File: config.mk
export PLATFORM = sky130hd
export DESIGN_NAME = rom_fetch_ctrl_flat
export DESIGN_NICKNAME = d
export VERILOG_FILES = /design/src/rtl/rom_fetch_if.sv /design/src/rtl/rom_fetch_ctrl.sv /design/src/flat_wrapper.sv
export SDC_FILE = /design/constraint.sdc
export NUM_CORES = 1
export LEC_CHECK = 0
export ABC_AREA = 1
export ABC_CLOCK_PERIOD_IN_PS = 4600
export CAP_MARGIN = 0
export CORE_MARGIN = 3
export CORE_UTILIZATION = 43
export DETAILED_ROUTE_END_ITERATION = 6
export PLACE_DENSITY = 0.84
export SLEW_MARGIN = 20
export SYNTH_ARGS = -nofsm -noshare
export SYNTH_HDL_FRONTEND = slang
export SYNTH_SLANG_ARGS = --single-unit
File: constraint.sdc
create_clock -name clk -period 4.6 [get_ports clk]
set_clock_uncertainty 0.1 [all_clocks]
set_input_delay 0.46 -clock clk [delete_from_list [all_inputs] [get_ports clk]]
set_output_delay 0.46 -clock clk [all_outputs]
set_load 0.05 [all_outputs]
File: src/rtl/rom_fetch_if.sv
// Fetch-controller bus: ROM read ports, branch/halt control and the decode slot.
// master = fetch controller, slave = ROM/decode/control side.
interface rom_fetch_if;
  logic       rom_en_read;
  logic       rom_en_read1;
  logic       rom_en_read2;
  logic [7:0] rom_addr1;
  logic [7:0] rom_addr2;
  logic [7:0] rom_data1;
  logic [7:0] rom_data2;
  logic       branch_valid;
  logic [7:0] branch_target;
  logic       halt;
  logic       instr_valid;
  logic       instr_ready;
  logic [7:0] instr_opcode;
  logic [7:0] instr_operand;
  logic       instr_len;
  logic [7:0] instr_pc;
  logic [7:0] pc;
  logic       halted;

  modport master (
    output rom_en_read, rom_en_read1, rom_en_read2, rom_addr1, rom_addr2,
    input  rom_data1, rom_data2,
    input  branch_valid, branch_target, halt,
    output instr_valid, instr_opcode, instr_operand, instr_len, instr_pc,
    input  instr_ready,
    output pc, halted
  );

  modport slave (
    input  rom_en_read, rom_en_read1, rom_en_read2, rom_addr1, rom_addr2,
    output rom_data1, rom_data2,
    output branch_valid, branch_target, halt,
    input  instr_valid, instr_opcode, instr_operand, instr_len, instr_pc,
    output instr_ready,
    input  pc, halted
  );
endinterface

File: src/rtl/rom_fetch_ctrl.sv
// Instruction-fetch sequencer for a dual-read-port 256x8 ROM: reads pc and pc+1
// together, decodes 1/2-byte length and presents one instruction per cycle to decode.
//
// state  | meaning
// RUN    | fetching
// STALL  | slot full and not accepted
// HALTED | fetch stopped by HALT_OPCODE; only a branch or reset leaves
module rom_fetch_ctrl #(
  parameter logic [7:0] RESET_PC    = 8'h00,
  parameter int         LONG_BIT    = 7,
  parameter logic [7:0] HALT_OPCODE = 8'hFF
) (
  input logic         clk,
  input logic         rst,
  rom_fetch_if.master bus
);

  typedef enum logic [1:0] {
    RUN    = 2'd0,
    STALL  = 2'd1,
    HALTED = 2'd2
  } state_t;

  state_t     state, state_next;
  logic [7:0] pc_q;
  logic       valid_q;
  logic [7:0] opcode_q;
  logic [7:0] operand_q;
  logic       len_q;
  logic [7:0] ipc_q;
  logic       load;
  logic       fetch_len;

  assign fetch_len = bus.rom_data1[LONG_BIT];

  // The slot is reloaded whenever it is empty or being drained this cycle.
  assign load = (state != HALTED) && !bus.halt && !bus.branch_valid &&
                (!valid_q || bus.instr_ready);

  assign bus.rom_en_read  = load;
  assign bus.rom_en_read1 = load;
  assign bus.rom_en_read2 = load;
  assign bus.rom_addr1    = pc_q;
  assign bus.rom_addr2    = pc_q + 8'd1;

  assign bus.instr_valid   = valid_q;
  assign bus.instr_opcode  = opcode_q;
  assign bus.instr_operand = operand_q;
  assign bus.instr_len     = len_q;
  assign bus.instr_pc      = ipc_q;
  assign bus.pc            = pc_q;
  assign bus.halted        = (state == HALTED);

  always_ff @(posedge clk) begin
    if (rst) state <= RUN;
    else     state <= state_next;
  end

  always_comb begin
    state_next = state;
    if (bus.branch_valid) begin
      state_next = RUN;
    end else begin
      case (state)
        HALTED: state_next = HALTED;
        default: begin
          if (load)
            state_next = (bus.rom_data1 == HALT_OPCODE) ? HALTED : RUN;
          else if (valid_q && !bus.instr_ready)
            state_next = STALL;
          else
            state_next = RUN;
        end
      endcase
    end
  end

  always_ff @(posedge clk) begin
    if (rst) begin
      pc_q      <= RESET_PC;
      valid_q   <= 1'b0;
      opcode_q  <= 8'h00;
      operand_q <= 8'h00;
      len_q     <= 1'b0;
      ipc_q     <= 8'h00;
    end else if (bus.branch_valid) begin
      // Redirect flushes the slot even if decode is accepting it this cycle.
      pc_q    <= bus.branch_target;
      valid_q <= 1'b0;
    end else if (load) begin
      opcode_q  <= bus.rom_data1;
      len_q     <= fetch_len;
      operand_q <= fetch_len ? bus.rom_data2 : 8'h00;
      ipc_q     <= pc_q;
      valid_q   <= 1'b1;
      pc_q      <= pc_q + (fetch_len ? 8'd2 : 8'd1);
    end else if (valid_q && bus.instr_ready) begin
      valid_q <= 1'b0;
    end
  end

endmodule

File: src/flat_wrapper.sv
// flat-port wrapper written by rule: the top's interface ports become plain ports
module rom_fetch_ctrl_flat 
#(
  parameter logic [7:0] RESET_PC    = 8'h00,
  parameter int         LONG_BIT    = 7,
  parameter logic [7:0] HALT_OPCODE = 8'hFF
)
  (clk, rst, bus_rom_en_read, bus_rom_en_read1, bus_rom_en_read2, bus_rom_addr1, bus_rom_addr2, bus_rom_data1, bus_rom_data2, bus_branch_valid, bus_branch_target, bus_halt, bus_instr_valid, bus_instr_opcode, bus_instr_operand, bus_instr_len, bus_instr_pc, bus_instr_ready, bus_pc, bus_halted);
  rom_fetch_if bus_i ();
  input logic clk;
  input logic rst;
  output wire logic [$bits(bus_i.rom_en_read)-1:0] bus_rom_en_read;
  output wire logic [$bits(bus_i.rom_en_read1)-1:0] bus_rom_en_read1;
  output wire logic [$bits(bus_i.rom_en_read2)-1:0] bus_rom_en_read2;
  output wire logic [$bits(bus_i.rom_addr1)-1:0] bus_rom_addr1;
  output wire logic [$bits(bus_i.rom_addr2)-1:0] bus_rom_addr2;
  input wire logic [$bits(bus_i.rom_data1)-1:0] bus_rom_data1;
  input wire logic [$bits(bus_i.rom_data2)-1:0] bus_rom_data2;
  input wire logic [$bits(bus_i.branch_valid)-1:0] bus_branch_valid;
  input wire logic [$bits(bus_i.branch_target)-1:0] bus_branch_target;
  input wire logic [$bits(bus_i.halt)-1:0] bus_halt;
  output wire logic [$bits(bus_i.instr_valid)-1:0] bus_instr_valid;
  output wire logic [$bits(bus_i.instr_opcode)-1:0] bus_instr_opcode;
  output wire logic [$bits(bus_i.instr_operand)-1:0] bus_instr_operand;
  output wire logic [$bits(bus_i.instr_len)-1:0] bus_instr_len;
  output wire logic [$bits(bus_i.instr_pc)-1:0] bus_instr_pc;
  input wire logic [$bits(bus_i.instr_ready)-1:0] bus_instr_ready;
  output wire logic [$bits(bus_i.pc)-1:0] bus_pc;
  output wire logic [$bits(bus_i.halted)-1:0] bus_halted;
  assign bus_rom_en_read = bus_i.rom_en_read;
  assign bus_rom_en_read1 = bus_i.rom_en_read1;
  assign bus_rom_en_read2 = bus_i.rom_en_read2;
  assign bus_rom_addr1 = bus_i.rom_addr1;
  assign bus_rom_addr2 = bus_i.rom_addr2;
  assign bus_i.rom_data1 = bus_rom_data1;
  assign bus_i.rom_data2 = bus_rom_data2;
  assign bus_i.branch_valid = bus_branch_valid;
  assign bus_i.branch_target = bus_branch_target;
  assign bus_i.halt = bus_halt;
  assign bus_instr_valid = bus_i.instr_valid;
  assign bus_instr_opcode = bus_i.instr_opcode;
  assign bus_instr_operand = bus_i.instr_operand;
  assign bus_instr_len = bus_i.instr_len;
  assign bus_instr_pc = bus_i.instr_pc;
  assign bus_i.instr_ready = bus_instr_ready;
  assign bus_pc = bus_i.pc;
  assign bus_halted = bus_i.halted;
  rom_fetch_ctrl #(.RESET_PC(RESET_PC), .LONG_BIT(LONG_BIT), .HALT_OPCODE(HALT_OPCODE)) u_core (.clk(clk), .rst(rst), .bus(bus_i));
endmodule
; ---- Word level (Yosys, flattened, before mapping)
; Cells that the tools add are included.
; W data, S select, Z words.
[totals]
ff_bits = 36
inputBits = 29
elab_cells = 39
[classes]
addsub = 2
n_eq_ne = 3
n_mux = 10
bitwise_logic = 1
n_reduce_logical = 15
[ops]
columns = op, n
row1 = $mux W8, 3
row2 = $add A8 B1 Y8 const B, 1
row3 = $add A8 B8 Y8, 1
row4 = $eq A8 B8 Y1 const B, 1
row5 = $mux W2, 4
row6 = $logic_and A1 B1 Y1, 5
row7 = $logic_not A1 Y1, 4
row8 = $reduce_bool A2 Y1, 2
row9 = $mux W1, 3
row10 = $reduce_or A3 Y1, 1
row11 = $eq A2 B2 Y1 const B, 1
row12 = $ne A2 B2 Y1 const B, 1
row13 = $reduce_and A2 Y1, 1
row14 = $reduce_or A2 Y1, 1
row15 = $logic_or A1 B1 Y1, 1
row16 = $not A1 Y1, 1

; ---- Longest topological paths before layout
; Gate-level depths: netlist of the first run.
[logic_depth]
ltp_word = 6
depth_mapped = 11
mapped_depth_nobuf = 11

; ---- Worst setup path before layout of the first run
; Ideal clock, no wire load.
[synth_path]
path_kind = reg2out
start = register u_core.pc_q[2] (netlist: u_core.bus.pc[2])
end = output port bus_rom_addr2[5]
t_arrival_ns = 1.999
required_time_ns = 4.040
setup_slack_ns = 2.041
stages_incl_launch_ff = 6
cell_sequence = dfxtp_1 buf_2 nand2_1 nor2_1 nand2_1 xor2_1
[synth_via]
elab_chain_len = 1
[synth_rtl]
columns = item, line_no
row1 = start: declaration, rom_fetch_ctrl.sv:25  ; logic [7:0] pc_q;
row2 = start signal: assignment, rom_fetch_ctrl.sv:88  ; pc_q <= bus.branch_target;
row3 = start signal: assignment, rom_fetch_ctrl.sv:96  ; pc_q <= pc_q + (fetch_len ? 8'd2 : 8'd1);
row4 = $add A8 B1 Y8, rom_fetch_ctrl.sv:44  ; assign bus.rom_addr2 = pc_q + 8'd1;
row5 = end: declaration, flat_wrapper.sv:16  ; output wire logic [$bits(bus_i.rom_addr2)-1:0] bus_rom_addr2;
; Every way passes these cells.

; ---- Worst setup path in the final report of the first run
[layout_path]
start = input port bus_branch_valid
end = output port bus_rom_en_read
[layout_via]
elab_chain_len = 3
[layout_rtl]
columns = item, line_no
row1 = start: declaration, flat_wrapper.sv:19  ; input wire logic [$bits(bus_i.branch_valid)-1:0] bus_branch_valid;
row2 = $logic_not A1 Y1, rom_fetch_ctrl.sv:37  ; assign load = (state != HALTED) && !bus.halt && !bus.branch_valid &&
row3 = $logic_and A1 B1 Y1 (2 in series), rom_fetch_ctrl.sv:37
row4 = end: declaration, flat_wrapper.sv:12  ; output wire logic [$bits(bus_i.rom_en_read)-1:0] bus_rom_en_read;
; Every way passes these cells.

==> impl_metrics.env, run 1 <==
export IMPL_first_pass_iters=4
export IMPL_worstSkewPairLatency_ns=0.29
export IMPL_cts_tree="built"
export IMPL_worst_r2r_endpoint="u_core.bus.pc[6]$_SDFFE_PP0P_"
export IMPL_ys_seq_area_frac=0.4103
export IMPL_drt_iter0_drc=119
export IMPL_die_w_microns=69.02
export IMPL_cp_start_kind="primary input"
export IMPL_grtUsageTotal=0.1853
export IMPL_num_rows=22
export IMPL_fmax_ghz=0.2955
export IMPL_drive_above_1_share=0.04560
export IMPL_numPortBuffers=82
export IMPL_cts_setup_buffers=0
export IMPL_avgSynthCellArea_sq_um=7.206
export IMPL_clock_sinks=35
export IMPL_syn_instance_count=237
export IMPL_ys_flop_type="dfxtp_1"
export IMPL_relSlewSlack=0.6504
export IMPL_antenna_left=0
export IMPL_grt_max_degree=29
export IMPL_antenna_found_initial=0
export IMPL_dieHeight_microns=69.02
export IMPL_power_total_mw=0.8465
export IMPL_syn_to_final_growth_pct=50.48
export IMPL_cp_top_family="buffers and inverters"
export IMPL_core_area_sq_mm=0.003744
export IMPL_arrival_ns=2.82
export IMPL_hold_depth=2
export IMPL_ys_warn_count=0
export IMPL_p_leak_nw=1.026
export IMPL_ios=83
export IMPL_hp_start="u_core.bus.instr_operand[4]$_SDFFE_PP0P_"
export IMPL_start_util=0.4562
export IMPL_num_nets_final=339
export IMPL_rsz0062_at_grt="false"
export IMPL_crit_type="primary input to output port"
export IMPL_cpMostUsedCell="clkdlybuf4s50_1"
export IMPL_reg2regPathDepth=9
export IMPL_period_minus_slack_ns=3.384
export IMPL_die_area_sq_mm=0.004764
export IMPL_run_status="finished clean"
export IMPL_setup_viol=0
export IMPL_worst_hold_path_type="flop to flop"
export IMPL_crit_slowest_cell="clkdlybuf4s50_1"
export IMPL_timing_rr_start="u_core.bus.pc[0]$_SDFFE_PP0P_"
export IMPL_cts_resized=0
export IMPL_crit_fanout=28
export IMPL_synth_seq_cells=35
export IMPL_max_stage_delay_ns=0.87
export IMPL_synth_top_area_share=0.4103
export IMPL_wl_per_cell_microns=12.54
export IMPL_drc=0
export IMPL_avgViaCountPerCell=4.845
export IMPL_synth_common_cells="nand2_1 (74), dfxtp_1 (35), a21oi_1 (32), inv_1 (20), nor2_1 (14)"
export IMPL_pwr_density_cell_mw_per_mm2=329.4
export IMPL_setup_tns_ns=0
export IMPL_yosysUniqueCellTypes=22
export IMPL_hold_end="u_core.bus.instr_operand[4]$_SDFFE_PP0P_"
export IMPL_wl_microns=4451
export IMPL_vias=1720
export IMPL_critPathBufInv=3
export IMPL_path_clk_slew_ns=0.07
export IMPL_place_ws_ns=1.183
export IMPL_crit_required_ns=4.04
export IMPL_final_util=0.6865
export IMPL_clk_path_buf_depth=2
export IMPL_syn_area_sq_mm=0.001708
export IMPL_timing_final_crit_share=0.7356
export IMPL_report_final_slew_viol_count=0
export IMPL_crit_chain="clkdlybuf4s50_1 -> nor2_4 -> nand3_4 -> inv_2 -> clkdlybuf4s50_1"
export IMPL_worst_slew_pin_slew_ns=0.5228
export IMPL_synth_area_leader_cell="dfxtp_1"
export IMPL_hold_slack_ns=0.3671
export IMPL_synth_edff_count=0
export IMPL_ctsHoldBuffers=0
export IMPL_async_reset_ff_frac=0
export IMPL_finalHoldViolCount=0
export IMPL_maxCapViolations=0
export IMPL_crit_path_end_kind="output port"
export IMPL_grt_pass1_wl_microns=7286
export IMPL_ir_worst_vdd_uv=172.3
export IMPL_place_hpwl_microns=3247
export IMPL_numCtsBuffers=5
export IMPL_htree_levels=2
export IMPL_fin_ws_ns=1.216
export IMPL_diodes=0
export IMPL_r2r_setup_slack_ns=2.69
export IMPL_cts_root_buf="clkbuf_8"
export IMPL_synth_area_leaders="dfxtp_1 (41%), nand2_1 (16%), a21oi_1 (9.4%)"
export IMPL_synth_most_common_cell="nand2_1"
export IMPL_grt_pass1_vias=1552
export IMPL_syn_nets=270
export IMPL_place_congestion=0.7819
export IMPL_grt_overflow=0
## cell type report
| class | count | area (sq um) |
|---|---|---|
| well taps | 48 | 60.06 |
| multi-input cells | 159 | 777.0 |
| clock buffers | 6 | 82.58 |
| flip-flops and latches | 35 | 700.7 |
| inverters | 21 | 78.83 |
| repair buffers | 84 | 835.8 |
| clock inverters | 2 | 35.03 |
| fillers | 352 | 1174 |
## kinds of logic (layout without fill, tap and decap cells)
group	Yosys count	after routing	share of synthesized area
flip-flops	35	35	0.4103
buffers and inverters	43	113	0.1348
AND/OR/NAND/NOR	107	107	0.2623
XOR/XNOR	7	7	0.03590
adder cells (fa/ha/maj)	4	4	0.03370
AO/OA/AOI/OAI	41	41	0.1231
## worst max-delay path by stage
stage                                        from  depth (start not counted)                to
finish                           bus_branch_valid                          5   bus_rom_en_read
global route                     bus_branch_valid                          5  bus_rom_en_read2
CTS                              bus_branch_valid                          5   bus_rom_en_read
detailed placement               bus_branch_valid                          5   bus_rom_en_read
global placement                 bus_branch_valid                          5   bus_rom_en_read
floorplan           u_core.bus.pc[2]$_SDFFE_PP0P_                          5  bus_rom_addr2[5]
## tightest hold or removal path: cells and delay by family (launching register included)
kind / cells / cell delay [ns]
DFF: 1 / 0.31
and+or+nand+nor: 1 / 0.06
AOI/OAI and AO/OA: 1 / 0.05
## flip-flops by register name, summed over array words and instances (netlist names)
name,flops
u_core.state,2
u_core.bus.instr_pc,8
u_core.bus.instr_valid,1
u_core.bus.instr_opcode,8
u_core.bus.pc,8
u_core.bus.instr_operand,8
## layer usage
layer  track usage  routed length [microns]  vias up
met5             0                        0        -
met4       0.03905                       42        0
met3       0.06268                      313        7
met2        0.3114                     2148       54
met1        0.2297                     1946      783
li1              -                        -      876
## where the power goes
| group | internal, mW | switching, mW | leakage (nW) |
|---|---|---|---|
| sequential | 0.317 | 0.0151 | 0.286 |
| combinational | 0.0826 | 0.145 | 0.678 |
| clock | 0.175 | 0.111 | 0.0612 |
## metrics by stage
step / instances / area, sq um
finish: 355 / 2570
global route: 355 / 2570
CTS: 355 / 2570
detailed placement: 347 / 2452
global placement: 347 / 2452
floorplan: 237 / 1708
## cell usage in the layout (no fill, tap or decap), drive strengths merged
cell / netlist / routed
dfxtp: 35 / 35
clkdlybuf4s50: 0 / 82
fa: 1 / 1
nand2: 74 / 74
inv: 21 / 21
bufinv: 0 / 1
clkinv: 0 / 1
a21oi: 32 / 32
o21ai: 7 / 7
xor2: 6 / 6
nor3: 1 / 1
buf: 19 / 2
clkbuf: 3 / 6
nor2: 16 / 16
a21boi: 2 / 2
nand3: 14 / 14
ha: 3 / 3
xnor2: 1 / 1
nand4: 2 / 2
Power figures use the tool's default switching activity.
==> run 2, diff against run 1 <==
Settings changed: ABC_CLOCK_PERIOD_IN_PS 4600 to 3120, CORE_UTILIZATION 43 to 40, PLACE_DENSITY 0.84 to 0.79.
Clock period 4.6 ns to 3.12 ns, I/O delays scaled along.
==> run 2 against run 1 <==
First-iteration DRC count is 32% lower. Worst setup slack worse by 0.74 ns. Critical path depth stayed put. Largest cell class unchanged. Largest power group unchanged.
==> impl_metrics.env, run 2 (same netlist as run 1, synthesis figures left out) <==
export IMPL_run_status="finished clean"
export IMPL_cts_tree="built"
export IMPL_arrival_ns=2.23
export IMPL_hold_slack_ns=0.3652
export IMPL_crit_path_end_kind="output port"
export IMPL_worst_hold_path_type="flop to flop"
export IMPL_maxCapViolations=0
export IMPL_start_util=0.4209
export IMPL_ctsHoldBuffers=0
export IMPL_cp_start_kind="flop"
export IMPL_layout_commonest_cell="clkdlybuf4s50_1"
export IMPL_setup_viol=0
export IMPL_wl_per_cell_microns=12.67
export IMPL_htree_levels=2
export IMPL_period_minus_slack_ns=2.641
export IMPL_place_hpwl_microns=3370
export IMPL_grtUsageTotal=0.1788
export IMPL_timing_final_crit_share=0.8463
export IMPL_path_clk_slew_ns=0.07
export IMPL_drc=0
export IMPL_crit_fanout=11
export IMPL_first_pass_iters=4
export IMPL_cts_root_buf="clkbuf_8"
export IMPL_antenna_found_initial=0
export IMPL_numPortBuffers=82
export IMPL_fmax_ghz=0.3787
export IMPL_final_util=0.6352
export IMPL_highest_layer="met4"
export IMPL_crit_type="flop to output port"
export IMPL_drt_iter0_drc=81
export IMPL_drive_above_1_share=0.05519
export IMPL_dieHeight_microns=71.35
export IMPL_ir_worst_vdd_uv=296.4
export IMPL_placed_area_sq_mm=0.002492
export IMPL_cts_resized=0
export IMPL_grt_pass1_wl_microns=7238
export IMPL_ios=83
export IMPL_numCtsBuffers=5
export IMPL_finalHoldViolCount=0
export IMPL_die_area_sq_mm=0.005090
export IMPL_pwr_density_cell_mw_per_mm2=448.4
export IMPL_syn_to_final_growth_pct=50.92
export IMPL_crit_required_ns=2.71
export IMPL_power_total_mw=1.156
export IMPL_worst_slew_pin_slew_ns=0.5482
export IMPL_fin_area_sq_mm=0.002577
export IMPL_grt_pass1_vias=1515
export IMPL_clock_sinks=35
export IMPL_clk_path_buf_depth=2
export IMPL_antenna_left=0
export IMPL_place_congestion=0.8343
export IMPL_avgViaCountPerCell=4.782
export IMPL_worstSkewPairLatency_ns=0.29
export IMPL_met1_length_microns=2014
export IMPL_met2_length_microns=2127
export IMPL_core_area_sq_mm=0.004058
export IMPL_relSlewSlack=0.6334
export IMPL_num_nets_final=340
export IMPL_setup_tns_ns=0
export IMPL_p_leak_nw=1.026
export IMPL_vias=1712
export IMPL_rsz0062_at_grt="false"
export IMPL_cts_setup_buffers=0
export IMPL_layout_common_cells="clkdlybuf4s50_1 (79), nand2_1 (74), dfxtp_1 (35), a21oi_1 (32), inv_1 (20)"
export IMPL_report_final_slew_viol_count=0
export IMPL_num_rows=23
export IMPL_die_w_microns=71.35
export IMPL_diodes=0
export IMPL_wl_microns=4535
export IMPL_grt_overflow=0
export IMPL_grt_max_degree=28
export IMPL_dr_wl_met3_microns=354
export IMPL_r2r_setup_slack_ns=1.29
==> run 2: power breakdown <==
part	leakage, nW	internal, mW	total (mW)	switching (mW)
Combinational	0.698	0.127	0.345	0.218
Clock	0.0412	0.156	0.321	0.165
Sequential	0.286	0.468	0.490	0.0218
==> run 2: cell type report <==
cell class / count / area (sq um)
Clock buffer: 6 / 72.57
Clock inverter: 2 / 12.51
Fill cell: 364 / 1480
Inverter: 21 / 78.83
Multi-Input combinational cell: 159 / 777.0
Sequential cell: 35 / 700.7
Tap cell: 50 / 62.56
Timing Repair Buffer: 85 / 873.3
==> run 2: worst paths after layout <==
check | startpoint | to | cells after the start
hold / removal | u_core.bus.instr_operand[7]$_SDFFE_PP0P_ | u_core.bus.instr_operand[7]$_SDFFE_PP0P_ | 2
hold reg to reg | u_core.bus.instr_operand[7]$_SDFFE_PP0P_ | u_core.bus.instr_operand[7]$_SDFFE_PP0P_ | 2
setup reg to reg | u_core.bus.pc[0]$_SDFFE_PP0P_ | u_core.bus.pc[6]$_SDFFE_PP0P_ | 9
setup / recovery | u_core.bus.pc[2]$_SDFFE_PP0P_ | bus_rom_addr2[5] | 5
==> run 2: critical path: stages, from the launching register on <==
cell	delay, ns
dfxtp_1	0.56
nand2_1	0.09
nor2_1	0.22
nand2_1	0.10
xor2_1	0.14
clkdlybuf4s50_1	0.82
==> run 2: through the flow <==
step	worst slack [ns]	std cells
final	0.4794	358
after global routing	0.3131	358
after CTS	0.4700	358
after detailed placement	0.8015	350
after global placement	0.8362	350
after floorplan	0.7093	237
==> run 2: per-layer routing <==
layer	track usage	up-vias
li1	-	875
met1	0.2349	767
met2	0.2776	64
met3	0.06171	6
met4	0.05428	0
met5	0	-
